<file path="config.mk">
export PLATFORM = sky130hd
export DESIGN_NAME = sb_tx_scheduler
export DESIGN_NICKNAME = d
export VERILOG_FILES = /design/src/rtl/sb_tx_scheduler.sv
export SDC_FILE = /design/constraint.sdc
export NUM_CORES = 1
export LEC_CHECK = 0
export ABC_CLOCK_PERIOD_IN_PS = 1920
export CORE_ASPECT_RATIO = 1.4
export CORE_MARGIN = 1.5
export CORE_UTILIZATION = 40
export DETAILED_ROUTE_END_ITERATION = 7
export GPL_TIMING_DRIVEN = 0
export MAX_ROUTING_LAYER = met4
export PLACE_DENSITY_LB_ADDON = 0.3
export SYNTH_ARGS = -nofsm -noshare
export SYNTH_HDL_FRONTEND = slang
export SYNTH_SLANG_ARGS = --single-unit
</file>
<file path="constraint.sdc">
create_clock -name sb_clk -period 1.92 [get_ports sb_clk]
set_input_delay 0.384 -clock sb_clk [delete_from_list [all_inputs] [get_ports sb_clk]]
set_output_delay 0.384 -clock sb_clk [all_outputs]
set_load 0.02 [all_outputs]
</file>
<file path="src/rtl/sb_tx_scheduler.sv">
// -----------------------------------------------------------------------------
// sb_tx_scheduler
//
// Shares the single sideband byte serializer between three packet sources:
// Link Transactions (LT), AT responses (ATR) and AT commands (ATC). A source
// keeps its request up until its last byte is acked. Once a packet is granted
// it runs to completion, and a fixed idle gap follows it. A second FSM tracks
// the one outstanding AT command. It runs a response timer, asks the ATC
// source to replay on timeout, and flags an error once the replays run out.
//
// Ports
//   sb_clk, rst            sideband clock; synchronous active-low reset
//   {lt,atr,atc}_req       source has a packet ready
//   {lt,atr,atc}_byte      current byte of that source
//   {lt,atr,atc}_last      current byte is the final byte of the packet
//   {lt,atr,atc}_ack       byte consumed this cycle
//   ser_byte/ser_valid     byte to the serializer
//   ser_ready              serializer accepts a byte this cycle
//   at_rsp_rcvd            pulse: response to the outstanding AT command seen
//   atc_replay             pulse: ATC source must re-present its command
//   at_timeout_err         pulse: all replays exhausted without a response
//   grant_id               0 none, 1 LT, 2 ATR, 3 ATC
//   busy                   arbiter not idle
// -----------------------------------------------------------------------------
module sb_tx_scheduler #(
  parameter int AT_TIMEOUT = 1000,
  parameter int MAX_RETRY  = 2,
  parameter int GAP_CYC    = 2
) (
  input  logic       sb_clk,
  input  logic       rst,
  input  logic       lt_req,
  input  logic [7:0] lt_byte,
  input  logic       lt_last,
  output logic       lt_ack,
  input  logic       atr_req,
  input  logic [7:0] atr_byte,
  input  logic       atr_last,
  output logic       atr_ack,
  input  logic       atc_req,
  input  logic [7:0] atc_byte,
  input  logic       atc_last,
  output logic       atc_ack,
  output logic [7:0] ser_byte,
  output logic       ser_valid,
  input  logic       ser_ready,
  input  logic       at_rsp_rcvd,
  output logic       atc_replay,
  output logic       at_timeout_err,
  output logic [1:0] grant_id,
  output logic       busy
);

  // Widths are clamped to one bit so that degenerate parameter values
  // still elaborate.
  localparam int TW = (AT_TIMEOUT > 1) ? $clog2(AT_TIMEOUT) : 1;
  localparam int RW = (MAX_RETRY > 0) ? $clog2(MAX_RETRY + 1) : 1;
  localparam int GW = (GAP_CYC > 1) ? $clog2(GAP_CYC) : 1;

  localparam logic [TW-1:0] TMR_LAST = TW'(AT_TIMEOUT - 1);
  localparam logic [RW-1:0] RTY_MAX  = RW'(MAX_RETRY);
  localparam logic [GW-1:0] GAP_LAST = GW'(GAP_CYC - 1);

  localparam logic [1:0] G_NONE = 2'd0;
  localparam logic [1:0] G_LT   = 2'd1;
  localparam logic [1:0] G_ATR  = 2'd2;
  localparam logic [1:0] G_ATC  = 2'd3;

  typedef enum logic [1:0] {ST_IDLE, ST_XFER, ST_GAP} arb_st_e;
  typedef enum logic {AT_IDLE, AT_WAIT} at_st_e;

  arb_st_e       arb_q, arb_d;
  logic [1:0]    grant_q, grant_d;
  logic [GW-1:0] gap_q, gap_d;

  at_st_e        at_q, at_d;
  logic [TW-1:0] tmr_q, tmr_d;
  logic [RW-1:0] rty_q, rty_d;

  logic          sel_last;
  logic          atc_done;   // last byte of an ATC packet handed over

  // ---------------------------------------------------------------------------
  // Arbiter
  // ---------------------------------------------------------------------------
  always_comb begin
    arb_d     = arb_q;
    grant_d   = grant_q;
    gap_d     = gap_q;
    ser_valid = 1'b0;
    ser_byte  = 8'h00;
    sel_last  = 1'b0;
    lt_ack    = 1'b0;
    atr_ack   = 1'b0;
    atc_ack   = 1'b0;
    atc_done  = 1'b0;

    case (arb_q)
      ST_IDLE: begin
        // Fixed priority LT > ATR > ATC. ATC waits while a command is
        // still outstanding.
        if (lt_req) begin
          grant_d = G_LT;
          arb_d   = ST_XFER;
        end else if (atr_req) begin
          grant_d = G_ATR;
          arb_d   = ST_XFER;
        end else if (atc_req && (at_q == AT_IDLE)) begin
          grant_d = G_ATC;
          arb_d   = ST_XFER;
        end
      end

      ST_XFER: begin
        ser_valid = 1'b1;
        case (grant_q)
          G_LT: begin
            ser_byte = lt_byte;
            sel_last = lt_last;
            lt_ack   = ser_ready;
          end
          G_ATR: begin
            ser_byte = atr_byte;
            sel_last = atr_last;
            atr_ack  = ser_ready;
          end
          G_ATC: begin
            ser_byte = atc_byte;
            sel_last = atc_last;
            atc_ack  = ser_ready;
          end
          default: begin
            // No owner: this state is unreachable, so drop back to idle.
            ser_valid = 1'b0;
            arb_d     = ST_IDLE;
          end
        endcase

        if (ser_valid && ser_ready && sel_last) begin
          atc_done = (grant_q == G_ATC);
          grant_d  = G_NONE;
          gap_d    = '0;
          arb_d    = (GAP_CYC > 0) ? ST_GAP : ST_IDLE;
        end
      end

      ST_GAP: begin
        if (gap_q == GAP_LAST) arb_d = ST_IDLE;
        else                   gap_d = gap_q + 1'b1;
      end

      default: arb_d = ST_IDLE;
    endcase
  end

  // ---------------------------------------------------------------------------
  // AT command tracker
  // ---------------------------------------------------------------------------
  always_comb begin
    at_d           = at_q;
    tmr_d          = tmr_q;
    rty_d          = rty_q;
    atc_replay     = 1'b0;
    at_timeout_err = 1'b0;

    case (at_q)
      AT_IDLE: begin
        tmr_d = '0;
        if (atc_done) at_d = AT_WAIT;
      end

      AT_WAIT: begin
        // The response is checked first so that it wins a same-cycle
        // race with the timeout.
        if (at_rsp_rcvd) begin
          at_d  = AT_IDLE;
          rty_d = '0;
        end else if (tmr_q == TMR_LAST) begin
          at_d = AT_IDLE;
          if (rty_q < RTY_MAX) begin
            atc_replay = 1'b1;
            rty_d      = rty_q + 1'b1;
          end else begin
            at_timeout_err = 1'b1;
            rty_d          = '0;
          end
        end else begin
          // The timer only counts up to TMR_LAST, so it saturates there.
          tmr_d = tmr_q + 1'b1;
        end
      end
    endcase
  end

  // ---------------------------------------------------------------------------
  // State registers
  // ---------------------------------------------------------------------------
  always_ff @(posedge sb_clk) begin
    if (!rst) begin
      arb_q   <= ST_IDLE;
      grant_q <= G_NONE;
      gap_q   <= '0;
      at_q    <= AT_IDLE;
      tmr_q   <= '0;
      rty_q   <= '0;
    end else begin
      arb_q   <= arb_d;
      grant_q <= grant_d;
      gap_q   <= gap_d;
      at_q    <= at_d;
      tmr_q   <= tmr_d;
      rty_q   <= rty_d;
    end
  end

  assign grant_id = grant_q;
  assign busy     = (arb_q != ST_IDLE);

endmodule

</file>
==> flow_summary.yaml, run 1 <==
status:
  status: "complete, but fails checks"
  violations: "negative setup slack"
setup_path:
  cp.required_ns: 1.54
  r2r-start: "tmr_q[0]$_SDFFE_PN0P_"
  r2r_cells: 6
  cp-start-kind: "flop"
  r2r-end: "tmr_q[3]$_SDFFE_PN0P_"
  worstPathMaxFanout: 3
  worstSetupPathType: "flop to output pin"
  cp-end-kind: "output pin"
  r2r_setup_slack_ns: 0.26
  arrival_ns: 1.62
floorplan:
  coreArea_um2: 2640
  die_x_um: 47.7
  io_pins: 51
  rows: 22
  start_util_pct: 42.4
  dieArea_um2: 3130
  die_height_um: 65.6
sta:
  finalClockSkew_ns: 0.00930
  period_share_pct: 105
  timing.fmax_mhz: 498
  max-slew-margin-rel_pct: 69.5
  fin_crit_ns: 2.01
  tightestPinTransition_ns: 0.455
  hold_ws_ns: 0.480
  rsz0062_at_grt: "yes"
  slew_viol_final: 0
  hold_viol: 0
  setup_ws_ns: -0.0869
  setup_viol: 5
logic_synthesis:
  synth_nets: 171
  synth_edf_count: 0
  synth-seq-cells: 18
  synth.most_common_cell: "nor2_1"
  synthTopCellsByCount: "nor2_1 (19), dfxtp_1 (18), nand3_1 (10)"
  synth.area.top_cells: "dfxtp_1 (32%), mux2_2 (9.1%), nor2_1 (6.4%)"
  ys_warn_count: 0
  synth_area_leader_cell: "dfxtp_1"
  synth_top_area_share_pct: 32.2
  ys_types: 41
  ys_async_sr_fraction_pct: 0
  synth-main-ff-cell: "dfxtp_1"
  ys_seq_area_share_pct: 32.2
  syn-mean-instance-area_um2: 8.23
  syn-instance-count: 136
  synthesis.area_um2: 1120
power_and_ir_drop:
  p_comb_share_pct: 37.9
  internal-power_mw: 0.717
  switching_share_pct: 30.3
  p_leak_nw: 0.762
  p_sw_mw: 0.312
  vdd_ir_drop_max_v: 0.000419
  pwr-share-seq_pct: 39.2
  powerDensity_nw_per_um2: 536
  p_clk_share_pct: 22.9
clocking:
  clk_pin_slew_ns: 0.11
  h-tree-depth: 1
  clk_path_buf_depth: 2
  cts_buffers: 3
  worstSkewPairLatency_ns: 0.30
  hold_buffers: 0
  cts_tree: "built"
  cts_root_buf: "clkbuf_4"
  clock-sinks: 18
routing:
  wire_per_inst_um: 15.4
  postRouteAntennaNets: 0
  routed_wirelength_um: 3700
  drtPass1Iterations: 4
  viasPerCell: 5.69
  vias: 1366
  drt_iter0_drc: 47
  drc_errors: 0
placement:
  io_buffers: 50
  place_congestion: 0.882
  dpl.cell_count: 222
  dp_hpwl_um: 2400
  dp_slack_ns: -0.397
hold_path:
  worstHoldStart: "gap_q$_SDFFE_PN0P_"
  min_delay_worst_endpoint: "arb_q[1]$_SDFFE_PN0P_"
  holdCritPathClass: "flop to flop"
  holdPathStages: 1
cells_and_area:
  area_growth_pct: 71.6
  nets: 240
  drive_above_1_share_pct: 33.8
  finalNonFillerCells: 240
  final_util_pct: 72.7
  num_antenna_cells: 0
global_route:
  grt_pass1_vias: 1388
  grt_max_degree: 11
  grt_usage_pct: 24.1
  grt-ovfl-total: 0
  antenna_found_initial: 0
  grt_pass1_wl_um: 5490
job:
  maxCapViolations: 0
state kept, by name, summed over array words and instances (netlist names):
name and count:
arb_q 2, tmr_q 10, rty_q 2, at_q 1, gap_q 1, grant_id 2
final cells by class:
class	instances	area (um2)
sequential	18	370
tap	36	45.0
inverter	5	18.8
buffer	5	41.3
fill	205	721
multi-input combinational	106	810
timing repair buffer	66	601
clock buffer	4	36.3
placed cells by master (no fill, tap or decap), types with 2 or more instances in the layout:
master,n
clkdlybuf4s50_1,34
buf_4,20
nor2_1,18
dfxtp_1,12
nand3_1,10
nand2_1,9
buf_6,6
mux2_4,6
a22oi_2,6
inv_1,5
o21ai_0,5
dfxtp_2,5
buf_2,4
mux2_2,3
a21oi_1,3
a31oi_1,3
xnor2_1,3
clkbuf_4,3
a22oi_1,2
nand4_1,2
clkbuf_1,2
nor3b_1,2
or3_1,2
a32o_1,2
nor3_1,2
dlymetal6s2s_1,2
stage by stage:
step | area (um2) | power, mW | setup TNS (ns)
2_1_floorplan | 1120 | 0.574 | -0.0157
3_3_place_gp | 1670 | 0.723 | -3.85
3_5_place_dp | 1670 | 0.728 | -4.09
4_1_cts | 1830 | 1.00 | -0.762
5_1_grt | 1920 | 1.07 | -0.638
6_report | 1920 | 1.03 | -0.187
critical path, stage by stage, from the launching register on:
cell	delay, ns
dfxtp_2	0.37
ha_4	0.14
and3_4	0.19
nand4_1	0.14
buf_4	0.19
nor4_4	0.13
buf_4	0.18
kinds of logic (layout without fill, tap and decap cells):
logic type	Yosys count	after routing	share of synthesized area, %
fa+ha+maj	1	1	1.12
mux	10	10	9.94
simple gates	60	60	27.7
compound gates	31	31	21.6
flops	18	18	32.2
buf+inv	12	80	4.36
xor+xnor	4	4	3.13
timing repair:
item / CTS / global route
endpoints found under the hold margin: 0 / 0
resized for setup: 85 / 24
pin swaps: 11 / 9
endpoints found under the setup margin: 14 / 14
setup buffers: 11 / 5
cloned: 0 / 0
routing by layer:
| metal | GRT usage (%) | vias up | routed length [um] |
|---|---|---|---|
| met5 | - | - | 0 |
| met4 | 11.1 | 0 | 131 |
| met3 | 3.57 | 16 | 177 |
| met2 | 43.3 | 68 | 2050 |
| met1 | 23.6 | 637 | 1340 |
| li1 | - | 645 | - |
power groups by stage:
stage / logic, mW / registers, mW / clock network [mW]
floorplan: 0.166 / 0.408 / 0
global placement: 0.320 / 0.403 / 0
detailed placement: 0.325 / 0.403 / 0
CTS: 0.370 / 0.396 / 0.237
global route: 0.416 / 0.405 / 0.251
finish: 0.390 / 0.404 / 0.235
worst max-delay path by stage:
stage,startpoint,endpoint
2_1_floorplan,tmr_q[0]$_SDFFE_PN0P_,at_timeout_err
3_3_place_gp,at_rsp_rcvd,atc_replay
3_5_place_dp,at_rsp_rcvd,atc_replay
4_1_cts,grant_id[1]$_SDFFE_PN0P_,ser_byte[4]
5_1_grt,tmr_q[0]$_SDFFE_PN0P_,at_timeout_err
6_report,tmr_q[0]$_SDFFE_PN0P_,at_timeout_err
(Power assumes the default switching activity.)
==> run 2, diff against run 1 <==
Settings changed: ABC_AREA from default to 1.
==> flow_summary.yaml, run 2 <==
status:
  status: "finished, final reports clean"
setup_path:
  worstPathMaxFanout: 6
  cp.required_ns: 1.54
  cp_slowest_cell: "dfxtp_2"
  path_cells: "inv_4, nor2_2, nand2_1, nand3_1, nand2_1, inv_1, clkdlybuf4s15_2"
  cpPeakStageDelay_ns: 0.43
  worstSetupPathType: "flop to output pin"
  cp-start-kind: "flop"
  r2r-end: "grant_id[0]$_SDFFE_PN0P_"
  r2r_cells: 10
  cp_common_cell: "nand2_1"
  arrival_ns: 1.50
  r2r_setup_slack_ns: 0.50
  r2r-start: "grant_id[0]$_SDFFE_PN0P_"
  critical_path.endpoint: "ser_byte[7]"
  worstSetupStartpoint: "grant_id[0]$_SDFFE_PN0P_"
  cp-end-kind: "output pin"
placement:
  dp_slack_ns: -0.239
  io_buffers: 50
  dp_hpwl_um: 2470
  place_congestion: 0.886
  placed_cell_area_um2: 1800
global_route:
  antenna_found_initial: 0
  grt_usage_pct: 18.8
  grt_pass1_vias: 1293
  gr-max-usage-layer: "met2"
  grt-ovfl-total: 0
  grt_pass1_wl_um: 5200
  grtUsageMet2_pct: 31.3
  grtUsageMet3_pct: 4.53
  grtUsageMet1_pct: 21.0
  grt_max_degree: 11
floorplan:
  io_pins: 51
  dieArea_um2: 3480
  die_height_um: 69.2
  start_util_pct: 42.7
  coreArea_um2: 2940
  die_x_um: 50.3
  rows: 23
routing:
  viasPerCell: 4.86
  postRouteAntennaNets: 0
  vias: 1537
  routed_wirelength_um: 3510
  drtPass1Iterations: 5
  drc_errors: 0
  wire_per_inst_um: 11.1
  drt_iter0_drc: 48
sta:
  hold_ws_ns: 0.470
  max-slew-margin-rel_pct: 83.7
  fin_crit_ns: 1.88
  tightestPinTransition_ns: 0.243
  setup_viol: 0
  setup_ws_ns: 0.0406
  finalClockSkew_ns: 0.00200
  timing.fmax_mhz: 532
  slew_viol_final: 0
  setup_tns_ns: 0
  period_share_pct: 97.9
  hold_viol: 0
clocking:
  clock-sinks: 18
  cts_buffers: 3
  cts_root_buf: "clkbuf_8"
  h-tree-depth: 1
  cts_tree: "built"
  clk_pin_slew_ns: 0.07
  clk_path_buf_depth: 2
  hold_buffers: 0
  worstSkewPairLatency_ns: 0.26
power_and_ir_drop:
  p_clk_share_pct: 29.3
  powerDensity_nw_per_um2: 557
  pwr-share-seq_pct: 37.3
  p_leak_nw: 0.884
  p_comb_share_pct: 33.3
  internal-power_mw: 0.740
  switching_share_pct: 30.9
  vdd_ir_drop_max_v: 0.000674
  p_sw_mw: 0.331
logic_synthesis:
  synth.area.top_cells: "dfxtp_1 (29%), nand2_1 (22%), inv_1 (9.3%)"
  synthesis.area_um2: 1250
  syn-instance-count: 219
  ys_seq_area_share_pct: 28.7
  ys_types: 23
  ys_async_sr_fraction_pct: 0
  ys_warn_count: 0
  synth_area_leader_cell: "dfxtp_1"
  synth_edf_count: 0
  syn-mean-instance-area_um2: 5.72
  synth_nets: 254
  synthTopCellsByCount: "nand2_1 (74), inv_1 (31), nor2_1 (28)"
  synth.most_common_cell: "nand2_1"
  synth-main-ff-cell: "dfxtp_1"
  synth_top_area_share_pct: 28.7
  synth-seq-cells: 18
cells_and_area:
  regMostFlops: "tmr_q"
  num-fill-cells: 289
  nets: 315
  largest_reg_flops: 10
  final_common_cell: "nand2_1"
  design_area_um2: 1920
  drive_above_1_share_pct: 17.2
  final_util_pct: 65.5
  num_antenna_cells: 0
  area_growth_pct: 53.4
  layout_common_cells: "nand2_1 (72), clkdlybuf4s50_1 (36), inv_1 (29)"
hold_path:
  holdCritPathClass: "flop to flop"
job:
  maxCapViolations: 0
==> run 2: changes by cell type after synthesis, sizes merged, moves of 4 or more <==
cell | previous run | this run
nand2 | 9 | 76
inv | 5 | 32
nand3 | 10 | 23
a21oi | 3 | 15
nor2 | 19 | 30
mux2 | 9 | 0
a22oi | 8 | 0
clkbuf | 5 | 0
nor3 | 2 | 6
==> run 2: how the worst min path moves through the flow <==
stage	start	end	slack, ns	depth (start not counted)
after floorplan	gap_q$_SDFFE_PN0P_	gap_q$_SDFFE_PN0P_	0.44	2
after global placement	gap_q$_SDFFE_PN0P_	gap_q$_SDFFE_PN0P_	0.44	2
after detailed placement	gap_q$_SDFFE_PN0P_	gap_q$_SDFFE_PN0P_	0.46	2
after CTS	gap_q$_SDFFE_PN0P_	gap_q$_SDFFE_PN0P_	0.47	2
after global routing	gap_q$_SDFFE_PN0P_	gap_q$_SDFFE_PN0P_	0.49	2
final	gap_q$_SDFFE_PN0P_	gap_q$_SDFFE_PN0P_	0.47	2
==> run 2: critical path: cells and delay by family, from the launching register on <==
family / cells / cell delay, ns
DFF: 1 / 0.43
buffers and inverters: 3 / 0.35
and+or+nand+nor: 4 / 0.46
==> run 2: cell families (layout without fill, tap and decap cells) <==
group,after synthesis,after routing,share of synthesized area [%]
flip-flops,18,18,28.7
AO/OA/AOI/OAI,21,21,8.38
adder cells (fa/ha/maj),1,1,0.998
buffers and inverters,37,96,12.5
XOR/XNOR,1,1,0.699
AND/OR/NAND/NOR,141,142,48.7
==> run 2: metrics by stage <==
step / instances / power, mW
5_1_grt: 316 / 1.12
3_3_place_gp: 306 / 0.728
3_5_place_dp: 306 / 0.730
2_1_floorplan: 219 / 0.577
4_1_cts: 310 / 1.04
6_report: 316 / 1.07
==> run 2: what timing repair did <==
action,CTS,global route
setup endpoints to repair,14,11
cloned,0,3
resized for setup,49,19
pin swaps,0,3
setup buffers,0,3
==> run 2: cell type report <==
cell class	count	area, um2	share of cell area, %
Clock buffer	4	55.1	2.86
Sequential cell	18	368	19.1
Timing Repair inverter	1	7.51	0.390
Buffer	4	45.0	2.34
Tap cell	37	46.3	2.41
Multi-Input combinational cell	165	761	39.6
Inverter	33	129	6.70
Timing Repair Buffer	54	512	26.6
==> run 2: per-layer routing <==
layer,vias to the layer above,wire length [um]
met2,55,1710
met5,-,0
met4,0,61
met3,7,290
li1,809,-
met1,666,1440
==> run 2: power groups by stage <==
stage | Combinational [mW] | Clock (mW) | Sequential, mW
after global placement | 0.327 | 0 | 0.401
after floorplan | 0.169 | 0 | 0.408
after CTS | 0.329 | 0.322 | 0.393
final | 0.357 | 0.314 | 0.400
after global routing | 0.389 | 0.335 | 0.401
after detailed placement | 0.328 | 0 | 0.402
==> run 3, diff against run 2 <==
Settings changed: TNS_END_PERCENT from default to 30.
==> flow_summary.yaml, run 3 (same netlist as run 2, synthesis figures left out) <==
setup_path:
  path_delay_family: "buffers and inverters"
  cp.required_ns: 1.54
  worstSetupPathType: "flop to output pin"
  cpPeakStageDelay_ns: 0.35
  r2r-start: "grant_id[0]$_SDFFE_PN0P_"
  cp-end-kind: "output pin"
  cp_common_cell: "nand2_1"
  arrival_ns: 1.51
  worstSetupStartpoint: "grant_id[1]$_SDFFE_PN0P_"
  cp-start-kind: "flop"
  path_cells: "buf_6, nand2_1, inv_2, nand2_1, nand3_1, nand2_1, inv_1, clkdlybuf4s15_2"
  cp_slowest_cell: "dfxtp_1"
  worstPathMaxFanout: 8
  crit_buf_inv: 4
cells_and_area:
  num_antenna_cells: 0
  layout_common_cells: "nand2_1 (73), clkdlybuf4s50_1 (36), inv_1 (30)"
  drive_above_1_share_pct: 13.8
  nets: 312
  num-fill-cells: 300
  regMostFlops: "tmr_q"
  final_common_cell: "nand2_1"
  largest_reg_flops: 10
  area_growth_pct: 49.7
routing:
  wl_met2_um: 1650
  top_layer: "met4"
  wire_per_inst_um: 10.8
  drt-met1-wl_um: 1400
  drt_iter0_drc: 43
  routed_wirelength_um: 3380
  vias: 1506
  viasPerCell: 4.81
  drc_errors: 0
  postRouteAntennaNets: 0
  drtPass1Iterations: 4
  dr_wl_met3_um: 274
job:
  maxCapViolations: 0
sta:
  setup_tns_ns: 0
  fin_crit_ns: 1.89
  timing.fmax_mhz: 528
  rsz0062_at_grt: "yes"
  finalClockSkew_ns: 0.00290
  hold_viol: 0
  period_share_pct: 98.6
  max-slew-margin-rel_pct: 83.6
  tightestPinTransition_ns: 0.244
  slew_viol_final: 0
  setup_viol: 0
floorplan:
  io_pins: 51
  die_height_um: 69.2
  coreArea_um2: 2940
  dieArea_um2: 3480
  die_x_um: 50.3
  rows: 23
  start_util_pct: 42.7
power_and_ir_drop:
  p_sw_mw: 0.326
  powerDensity_nw_per_um2: 563
  finalPower_mw: 1.06
  p_leak_nw: 0.876
  p_comb_share_pct: 32.3
  switching_share_pct: 30.9
  p_clk_share_pct: 30.1
  internal-power_mw: 0.731
  pwr-share-seq_pct: 37.6
  vdd_ir_drop_max_v: 0.000656
clocking:
  cts_root_buf: "clkbuf_8"
  clk_path_buf_depth: 2
  clk_pin_slew_ns: 0.07
  clock-sinks: 18
  worstSkewPairLatency_ns: 0.26
  cts_buffers: 3
  hold_buffers: 0
  h-tree-depth: 1
  cts_tree: "built"
global_route:
  grt_pass1_wl_um: 5200
  grt_pass1_vias: 1293
  antenna_found_initial: 0
  grt_usage_pct: 18.8
  grt-ovfl-total: 0
  grt_max_degree: 11
hold_path:
  holdCritPathClass: "flop to flop"
  worstHoldStart: "gap_q$_SDFFE_PN0P_"
placement:
  dp_hpwl_um: 2470
  io_buffers: 50
  place_congestion: 0.886
status:
  status: "finished, final reports clean"
==> run 3: final timing paths <==
check / endpoint / slack, ns / cells past startpoint
setup / recovery: ser_byte[7] / 0.03 / 8
hold / removal: gap_q$_SDFFE_PN0P_ / 0.47 / 2
setup reg to reg: grant_id[0]$_SDFFE_PN0P_ / 0.52 / 10
hold reg to reg: gap_q$_SDFFE_PN0P_ / 0.47 / 2
==> run 3: power by group through the flow <==
stage	clock network (mW)	logic (mW)	registers [mW]
floorplan	0	0.169	0.408
global placement	0	0.327	0.401
detailed placement	0	0.328	0.402
CTS	0.322	0.329	0.393
global route	0.334	0.373	0.398
finish	0.318	0.342	0.397
==> run 3: tightest hold or removal path, delay by kind of cell, from the launching register on <==
family,cells,cell delay [ns]
compound gates,1,0.05
simple gates,1,0.06
flops,1,0.31
==> run 3: cell type report <==
| cell class | instances | area (um2) | area share, % |
|---|---|---|---|
| multi-input combinational | 164 | 752 | 40.1 |
| timing repair buffer | 52 | 480 | 25.6 |
| sequential | 18 | 364 | 19.4 |
| inverter | 33 | 126 | 6.73 |
| clock buffer | 4 | 55.1 | 2.93 |
| tap | 37 | 46.3 | 2.47 |
| buffer | 4 | 45.0 | 2.40 |
| timing repair inverter | 1 | 7.51 | 0.400 |
==> run 3: what timing repair did <==
item,CTS,global route
resized for setup,48,16
gates cloned,0,1
pin swaps,0,1
buffers inserted,0,2
setup endpoints to repair,14,11
==> run 3: through the flow <==
| step | util (%) | worst slack [ns] | hold WS, ns | instance area [um2] | std cells |
|---|---|---|---|---|---|
| 2_1_floorplan | - | 0.235 | 0.435 | 1250 | 219 |
| 3_3_place_gp | 61.3 | -0.243 | 0.444 | 1800 | 306 |
| 3_5_place_dp | 61.3 | -0.239 | 0.460 | 1800 | 306 |
| 4_1_cts | 63.9 | -0.0363 | 0.469 | 1870 | 310 |
| 5_1_grt | 63.9 | -0.0363 | 0.490 | 1880 | 313 |
| 6_report | 63.9 | 0.0275 | 0.470 | 1880 | 313 |
==> run 3: layer usage <==
| layer | global-route usage, % | up-vias |
|---|---|---|
| li1 | - | 803 |
| met1 | 21.0 | 643 |
| met2 | 31.3 | 55 |
| met3 | 4.53 | 5 |
| met4 | 8.11 | 0 |
| met5 | - | - |
